--- src/rtl/battleship_board.sv ---
// -----------------------------------------------------------------------------
// battleship_board
//
// Game-state engine for the Battleship lab. Holds a ROWS x COLS board of 2-bit
// cells, moves a cursor from one-cycle direction pulses and runs the
// PLACE -> PLAY -> DONE phase machine. The packed board feeds the VGA renderer.
//
// Build option:
//   CURSOR_WRAP_EN  defined   : cursor wraps around board edges
//                   undefined : cursor saturates at board edges
//
// Ports:
//   clk                    system clock, all state changes on the rising edge
//   reset                  synchronous active-high reset, priority over all
//   up/down/left/right     cursor move pulses (opposite pairs cancel)
//   place                  place a ship cell at the cursor (PLACE phase only)
//   fire                   shoot the cell at the cursor (PLAY phase only)
//   cells                  packed board, cell (r,c) at bits [2i+1:2i], i=r*COLS+c
//                          00 EMPTY, 01 SHIP, 10 HIT, 11 MISS
//   cur_row / cur_col      cursor position
//   phase                  00 PLACE, 01 PLAY, 10 DONE
//   placed / hits / shots  ship cells placed, ship cells hit, valid shots fired
//   game_over              high while in DONE
// -----------------------------------------------------------------------------
module battleship_board #(
    parameter int ROWS  = 5,
    parameter int COLS  = 5,
    parameter int SHIPS = 3,
    parameter int RW    = $clog2(ROWS),
    parameter int CWID  = $clog2(COLS),
    parameter int NW    = $clog2(ROWS*COLS+1)
) (
    input  logic                     clk,
    input  logic                     reset,
    input  logic                     up,
    input  logic                     down,
    input  logic                     left,
    input  logic                     right,
    input  logic                     place,
    input  logic                     fire,
    output logic [2*ROWS*COLS-1:0]   cells,
    output logic [RW-1:0]            cur_row,
    output logic [CWID-1:0]          cur_col,
    output logic [1:0]               phase,
    output logic [NW-1:0]            placed,
    output logic [NW-1:0]            hits,
    output logic [NW-1:0]            shots,
    output logic                     game_over
);

    localparam int NCELLS = ROWS * COLS;
    localparam int IW     = $clog2(NCELLS);

    localparam logic [RW-1:0]   ROW_MAX    = RW'(ROWS - 1);
    localparam logic [CWID-1:0] COL_MAX    = CWID'(COLS - 1);
    localparam logic [NW-1:0]   SHIPS_LAST = NW'(SHIPS - 1);

    localparam logic [1:0] CELL_EMPTY = 2'b00;
    localparam logic [1:0] CELL_SHIP  = 2'b01;
    localparam logic [1:0] CELL_HIT   = 2'b10;
    localparam logic [1:0] CELL_MISS  = 2'b11;

`ifdef CURSOR_WRAP_EN
    localparam bit WRAP_EN = 1'b1;
`else
    localparam bit WRAP_EN = 1'b0;
`endif

    typedef enum logic [1:0] {
        PH_PLACE = 2'b00,
        PH_PLAY  = 2'b01,
        PH_DONE  = 2'b10
    } phase_t;

    phase_t          phase_reg,   phase_next;
    logic [RW-1:0]   cur_row_reg, cur_row_next;
    logic [CWID-1:0] cur_col_reg, cur_col_next;
    logic [NW-1:0]   placed_reg,  placed_next;
    logic [NW-1:0]   hits_reg,    hits_next;
    logic [NW-1:0]   shots_reg,   shots_next;

    logic            move_en;
    logic            cell_wr_en;
    logic [1:0]      cell_wr_val;
    logic [IW-1:0]   cur_idx;
    logic [1:0]      cur_cell;
    logic [1:0]      cell_arr [NCELLS];

    // Linear index of the cell under the cursor (before this edge's move).
    assign cur_idx  = IW'(int'(cur_row_reg) * COLS + int'(cur_col_reg));
    assign cur_cell = cell_arr[cur_idx];

    // -------------------------------------------------------------------------
    // Board storage: one 2-bit register per cell. Only the cell addressed by
    // the cursor can be written in a given cycle.
    // -------------------------------------------------------------------------
    for (genvar gi = 0; gi < NCELLS; gi++) begin : g_cell
        logic [1:0] cell_reg;

        always_ff @(posedge clk) begin
            if (reset) begin
                cell_reg <= CELL_EMPTY;
            end else if (cell_wr_en && (cur_idx == IW'(gi))) begin
                cell_reg <= cell_wr_val;
            end
        end

        assign cell_arr[gi]     = cell_reg;
        assign cells[2*gi +: 2] = cell_reg;
    end

    // -------------------------------------------------------------------------
    // Cursor move target. Opposite pulses cancel; rows and columns are
    // independent so a diagonal step is a single cycle.
    // -------------------------------------------------------------------------
    always_comb begin
        cur_row_next = cur_row_reg;
        if (up && !down) begin
            if (cur_row_reg == '0) begin
                cur_row_next = WRAP_EN ? ROW_MAX : '0;
            end else begin
                cur_row_next = cur_row_reg - RW'(1);
            end
        end else if (down && !up) begin
            if (cur_row_reg == ROW_MAX) begin
                cur_row_next = WRAP_EN ? '0 : ROW_MAX;
            end else begin
                cur_row_next = cur_row_reg + RW'(1);
            end
        end
    end

    always_comb begin
        cur_col_next = cur_col_reg;
        if (left && !right) begin
            if (cur_col_reg == '0) begin
                cur_col_next = WRAP_EN ? COL_MAX : '0;
            end else begin
                cur_col_next = cur_col_reg - CWID'(1);
            end
        end else if (right && !left) begin
            if (cur_col_reg == COL_MAX) begin
                cur_col_next = WRAP_EN ? '0 : COL_MAX;
            end else begin
                cur_col_next = cur_col_reg + CWID'(1);
            end
        end
    end

    // -------------------------------------------------------------------------
    // Phase machine: next state, board write and counter updates.
    // Actions always use the cursor position from before the edge.
    // Counters cannot overflow: placed/hits stop at SHIPS because the phase
    // leaves on that edge, and shots is bounded by the number of cells that
    // can still change from EMPTY/SHIP.
    // -------------------------------------------------------------------------
    always_comb begin
        phase_next  = phase_reg;
        placed_next = placed_reg;
        hits_next   = hits_reg;
        shots_next  = shots_reg;
        cell_wr_en  = 1'b0;
        cell_wr_val = cur_cell;
        move_en     = 1'b0;

        case (phase_reg)
            PH_PLACE: begin
                move_en = 1'b1;
                if (place && (cur_cell == CELL_EMPTY)) begin
                    cell_wr_en  = 1'b1;
                    cell_wr_val = CELL_SHIP;
                    placed_next = placed_reg + NW'(1);
                    if (placed_reg == SHIPS_LAST) begin
                        phase_next = PH_PLAY;
                    end
                end
            end
            PH_PLAY: begin
                move_en = 1'b1;
                if (fire) begin
                    if (cur_cell == CELL_EMPTY) begin
                        cell_wr_en  = 1'b1;
                        cell_wr_val = CELL_MISS;
                        shots_next  = shots_reg + NW'(1);
                    end else if (cur_cell == CELL_SHIP) begin
                        cell_wr_en  = 1'b1;
                        cell_wr_val = CELL_HIT;
                        shots_next  = shots_reg + NW'(1);
                        hits_next   = hits_reg + NW'(1);
                        if (hits_reg == SHIPS_LAST) begin
                            phase_next = PH_DONE;
                        end
                    end
                end
            end
            default: begin
                // DONE: everything frozen until reset.
            end
        endcase
    end

    always_ff @(posedge clk) begin
        if (reset) begin
            phase_reg   <= PH_PLACE;
            cur_row_reg <= '0;
            cur_col_reg <= '0;
            placed_reg  <= '0;
            hits_reg    <= '0;
            shots_reg   <= '0;
        end else begin
            phase_reg   <= phase_next;
            placed_reg  <= placed_next;
            hits_reg    <= hits_next;
            shots_reg   <= shots_next;
            if (move_en) begin
                cur_row_reg <= cur_row_next;
                cur_col_reg <= cur_col_next;
            end
        end
    end

    assign cur_row   = cur_row_reg;
    assign cur_col   = cur_col_reg;
    assign phase     = phase_reg;
    assign placed    = placed_reg;
    assign hits      = hits_reg;
    assign shots     = shots_reg;
    assign game_over = (phase_reg == PH_DONE);

endmodule
--- config.mk ---
export PLATFORM = sky130hd
export DESIGN_NAME = battleship_board
export DESIGN_NICKNAME = d
export VERILOG_FILES = /design/src/rtl/battleship_board.sv
export SDC_FILE = /design/constraint.sdc
export NUM_CORES = 1
export LEC_CHECK = 0
export CORE_MARGIN = 2
export CORE_UTILIZATION = 61
export DETAILED_ROUTE_END_ITERATION = 8
export DONT_BUFFER_PORTS = 1
export GPL_ROUTABILITY_DRIVEN = 0
export PLACE_DENSITY = 0.86
export SLEW_MARGIN = 10
export SYNTH_ARGS = -nofsm -noshare
export SYNTH_HDL_FRONTEND = slang
export SYNTH_SLANG_ARGS = --single-unit
--- constraint.sdc ---
create_clock -name clk -period 6.85 [get_ports clk]
set_clock_uncertainty 0.2 [all_clocks]
set_input_delay 0.685 -clock clk [delete_from_list [all_inputs] [get_ports clk]]
set_output_delay 0.685 -clock clk [all_outputs]
set_load 0.01 [all_outputs]
After elaboration in Yosys (flattened, before gate mapping)
Index checks and enable logic that the tools add are counted.
- register bits: 73
- latch bits: 0
- RAM bits: 0
- ROM bits: 0
- input port bits: 8
- output and inout bits: 74
- word-level logic and storage cells: 161
- memories: 0
- add/sub/neg operators: 8
- multipliers: 1
- divide/modulo/power cells: 0
- $lt $le $gt $ge: 1
- eq/ne operators: 37
- shift-type cells: 0
- muxes and demuxes: 31
- bitwise gates (word level): 2
- reduce and logical (&&, ||, !) cells: 50
- operator list (cell ; number):
    $eq 5x5->1 const B ; 9
    $eq 5x4->1 const B ; 8
    $logic_and 1x1->1 ; 30
    $mux 2 ; 12
    $mux 3 ; 8
    $eq 5x2->1 const B ; 4
    $eq 5x3->1 const B ; 4
    $add 5x1->5 const B ; 3
    $ne 2x2->1 const B ; 6
    $bmux 2 s5 ; 1
    $mux 5 ; 2
    $pmux 2 s2 ; 2
    $reduce_bool 2->1 ; 4
    $reduce_and 7->1 ; 1
    $add 3x1->3 const B ; 2
    $eq 3x3->1 const B ; 2
    $ge 6x6->1 const B ; 1
    $logic_not 3->1 ; 2
    $not 5->6 ; 1
    $reduce_and 2->1 ; 3
    $sub 3x1->3 const B ; 2
    $add 5x3->5 ; 1
    $eq 5x1->1 const B ; 1
    $logic_not 5->1 ; 1
    11 further kinds ; 20

Longest topological paths before layout
- depth in word-level cells: 12
- depth in mapped cells: 18
- mapped depth without buffers: 15

Least setup slack after synthesis
OpenSTA, ideal clock, no wires.
- path kind: reg-to-reg
- start: register cur_row_reg[2], in the netlist cur_row[2]
- end: register g_cell[20].cell_reg[1]
- setup time: 91 ps
- data arrival time: 4638 ps
- data required time: 6559 ps
- path slack: 1921 ps
- stages on the path, launching flop included: 16
- path buffers: 1
- clock period less this slack: 4929 ps
- cell sequence: dfxtp_1 > ha_1 > ha_1 > fa_1 > xnor2_2 > mux4_1 > mux2_2 > mux2i_2 > ha_1 > o211ai_1 > a211oi_1 > and2_1 > and2_1 > clkbuf_1 > a21oi_1 > a311oi_1
- word-level cells in the longest chain between the ends: 12
- elaborated cells between the ends (all ways): 21
- classes of those cells: add/sub (1); mul (1); eq/ne (2); mux (13); bitwise (1); reduce/logical (3)
- ends and longest elaborated chain (what ; RTL line ; text):
    from (decl) ; 76 ; logic [RW-1:0] cur_row_reg, cur_row_next;
    from (signal assigned) ; 216 ; cur_row_reg <= cur_row_next;
    $mul 3x3->5 * ; 90 ; assign cur_idx = IW'(int'(cur_row_reg) * COLS + int'(cur_col_reg));
    $add 5x3->5 * ; 90 ;
    $not 5->6 (not written as such) ; 91 ; assign cur_cell = cell_arr[cur_idx];
    $bmux 2 s5 ; 91 ;
    $mux 2 (not written as such) (2 in a row) ; 91 ;
    $eq 2x1->1 ; 185 ; end else if (cur_cell == CELL_SHIP) begin
    $mux 1 ; 185 ;
    $mux 1 ; 181 ; if (cur_cell == CELL_EMPTY) begin
    $mux 1 ; 180 ; if (fire) begin
    $pmux 1 s2 ; 166 ; case (phase_reg)
    $logic_and 1x1->1 ; 103 ; end else if (cell_wr_en && (cur_idx == IW'(gi))) begin
    to (signal assigned) ; 104 ; cell_reg <= cell_wr_val;
    to (decl) ; 98 ; logic [1:0] cell_reg;
Every way passes the cells marked *; elsewhere a longest branch is shown, timed or not. The select of a mux whose other input is x is not followed.
A chain may end at the register's enable or synchronous reset.

Worst setup path after layout
- start: register cur_row_reg[2], in the netlist cur_row[2]
- end: register g_cell[22].cell_reg[1]
- word-level cells in the longest chain between the ends: 12
- elaborated cells between the ends (all ways): 21
- classes of those cells: add/sub (1); mul (1); eq/ne (2); mux (13); bitwise (1); reduce/logical (3)
- ends and longest elaborated chain (what ; RTL line):
    $mul 3x3->5 * ; 90
    $add 5x3->5 * ; 90
    $not 5->6 (not written as such) ; 91
    $bmux 2 s5 ; 91
    $mux 2 (not written as such) (2 in a row) ; 91
    $eq 2x1->1 ; 185
    $mux 1 ; 185
    $mux 1 ; 181
    $mux 1 ; 180
    $pmux 1 s2 ; 166
    $logic_and 1x1->1 ; 103
    to (signal assigned) ; 104
    to (decl) ; 98
Marked as above.

==> flow_summary.ini <==
[hold_path]
hold_class = in -> reg
min_to = g_cell[15].cell_reg[1]
holdPathStages = 1
min-delay-start = reset

[final_layout]
drive_gt1_frac = 0.106
n_antenna_cell = 0
largest_reg_flops = 50
layout.nets = 437
syn_to_final_growth_pct = 6.30

[floorplanning]
start_util = 0.626
ioPinCount = 82
core_area_um2 = 6310
die_y_um = 84.5
die-area_um2 = 7140
rows = 29
die_x_um = 84.5

[grt]
track_usage = 0.273
antenna_found_initial = 0
grt_pass1_vias = 3033
overflow = 0
grt_start_max_net_pins = 50
grt_pass1_wl_um = 15300

[yosys]
yosysWarnings = 0
ys_seq_area_frac = 0.370
synthArstFlopShare = 0
ys_ff_latch = 73
avgSynthCellArea_um2 = 9.68
synth_fp_nets = 444
synth_top_area_frac = 0.370
synthAdderAreaFrac = 0.0906
synthMuxAreaShare = 0.190
synth_cell_type_count = 50
synth_top_family_by_area = multiplexers
yosysTopAreaCell = dfxtp_1
syn-cell-area_um2 = 3950
synth_compound_area_frac = 0.104
synth-edff-count = 0
netlist_instances = 408
yosys-top-cells-area = dfxtp_1 (37%), mux2i_1 (9.4%), ha_1 (8.6%)
synth_ff_type = dfxtp_1
synthSimpleGateAreaFrac = 0.164
synthXorXnorAreaFrac = 0.0396

[placed_design]
hpwl_um = 6790
port_buffers = 0
place_ws_ns = 1.42

[clock_tree]
cts_resized = 0
clkSlewWorstSetupHoldPaths_ns = 0.08
cts_tree = yes
cts_buffer_depth = 2
clock_latency_ns = 0.35
cts_hold_buffers = 0
numCtsBuffers = 9
clkSinkCount = 73
htreeDepth = 3
post_cts_buffers = 0
clockRootBuffer = clkbuf_8

[sta]
finalSetupViolations = 0
setup_tns_ns = 0
fmax_mhz = 180
worst_pin_slew_ns = 1.00
slew_viol_final = 0
period_needed_ns = 5.57
finalHoldViolations = 0
relSlewSlack = 0.327
setup_slack_ns = 1.28
rsz0062_at_grt = no
fin_crit_sh = 0.813

[setup_path]
crit_top_cell = ha_1
reg2reg_slack_ns = 1.28
slowest_delay_ns = 0.60
crit_fanout = 12
endpoint_kind = flip-flop
worstPathRequired_ns = 6.90
cp-start-kind = flip-flop
slowest_stage = mux4_1
crit_chain = ha_1, ha_1, fa_1, xnor2_2, mux4_1, mux2_2, mux2i_2, ha_1, o211ai_1, a211oi_1, and2_1, and2_1, a21oi_1, a311oi_1
r2r_start = cur_row[2]
cp.arrival_ns = 5.62
r2r_end = g_cell[22].cell_reg[1]
critPathKind = reg -> reg
r2r_cells = 14

[drt]
dr.first_iter.drc_count = 292
vias_per_cell = 6.49
drc = 0
num_vias = 3136
dr.pass1.iters = 5
ant_nets = 0
finalWirelength_um = 9360
drt-wirelength-per-cell_um = 19.4

[power_and_ir_drop]
powerDensity_nw_per_um2 = 261
peakVddDrop_v = 0.000203
power.leakage_nw = 1.71

[flow_run]
drv_cap = 0

[status]
status = finished clean
[cell type report]
cell class,instances,area [um2]
sequential,73,1460
clock buffer,12,155
fill,506,2110
timing repair buffer,3,22.5
clock inverter,4,73.8
tap,77,96.3
multi-input combinational,297,2330
inverter,17,63.8
[cell usage after synthesis, types with 6 or more instances]
| cell type | number |
|---|---|
| mux2i_1 | 37 |
| a211oi_1 | 10 |
| o21ai_0 | 9 |
| and2_1 | 6 |
| dfxtp_1 | 73 |
| nand4_1 | 12 |
| nand3_1 | 21 |
| clkbuf_1 | 13 |
| mux4_2 | 9 |
| a21oi_1 | 16 |
| inv_1 | 15 |
| nand2_1 | 33 |
| xor2_1 | 11 |
| nor2_1 | 45 |
| o21ai_2 | 6 |
| ha_1 | 27 |
[logic make-up after synthesis]
kind of cell	after synthesis
compound gates	59
mux	55
xor+xnor	17
simple gates	138
fa+ha+maj	28
buf+inv	38
flops	73
[power by group]
part / total [mW] / internal (mW) / switching [mW]
logic: 0.239 / 0.0878 / 0.151
registers: 0.465 / 0.438 / 0.0267
clock network: 0.391 / 0.226 / 0.165
total: 1.09 / 0.752 / 0.343
[layout by cell type, fill, tap and decap left out, types with 2 or more instances in the layout]
cell	synthesis	final
ha_1	27	27
buf_4	1	3
nor3_1	4	4
nand3_1	21	21
mux4_2	9	9
nand2_1	33	33
and2_1	6	6
nor3b_1	2	2
a221oi_1	2	2
o21ai_0	9	9
nand3b_1	2	2
a311oi_1	5	5
mux4_1	2	2
clkbuf_8	0	11
mux2_2	2	2
mux2i_1	37	37
and3_1	4	4
a211oi_1	10	10
nand4_1	12	12
inv_1	15	15
nor2b_1	4	4
clkinv_1	2	2
a21oi_1	16	16
o21ai_2	6	6
bufinv_16	0	2
nor4b_1	2	2
nor2_1	45	45
mux2i_4	4	4
xor2_1	11	11
xnor2_1	5	5
dfxtp_1	73	73
[how the worst max path moves through the flow]
| stage | slack [ns] | startpoint | end |
|---|---|---|---|
| finish | 1.28 | cur_row[2] | g_cell[22].cell_reg[1] |
| global route | 0.96 | cur_row[2] | g_cell[9].cell_reg[1] |
| CTS | 1.36 | cur_row[2] | g_cell[21].cell_reg[1] |
| detailed placement | 1.42 | cur_row[2] | g_cell[14].cell_reg[1] |
| global placement | 1.61 | cur_row[2] | g_cell[20].cell_reg[1] |
| floorplan | 1.92 | cur_row[2] | g_cell[20].cell_reg[1] |
[metrics by stage]
step           hold WS [ns]  cell area (um2)  total power [mW]  utilization  cells
6_report              0.203             4200              1.09        0.665    483
5_1_grt               0.185             4200              1.14        0.665    483
4_1_cts               0.188             4200              1.09        0.665    483
3_5_place_dp          0.319             3970             0.711        0.629    467
3_3_place_gp          0.311             3970             0.699        0.629    467
2_1_floorplan         0.290             3950             0.662            -    408
[critical path, delay by kind of cell, from the launching register on]
family	cells	cell delay, ns
fa+ha+maj	4	1.39
mux	3	1.17
compound gates	4	1.06
simple gates	2	0.71
flops	1	0.55
xor+xnor	1	0.38
[metal layers]
layer,wire (um),GRT usage,vias to the layer above
met5,0,0,-
met4,392,0.123,0
met3,771,0.101,36
met2,4580,0.436,130
met1,3620,0.330,1519
li1,-,-,1451
Power figures use the tool's default switching activity.
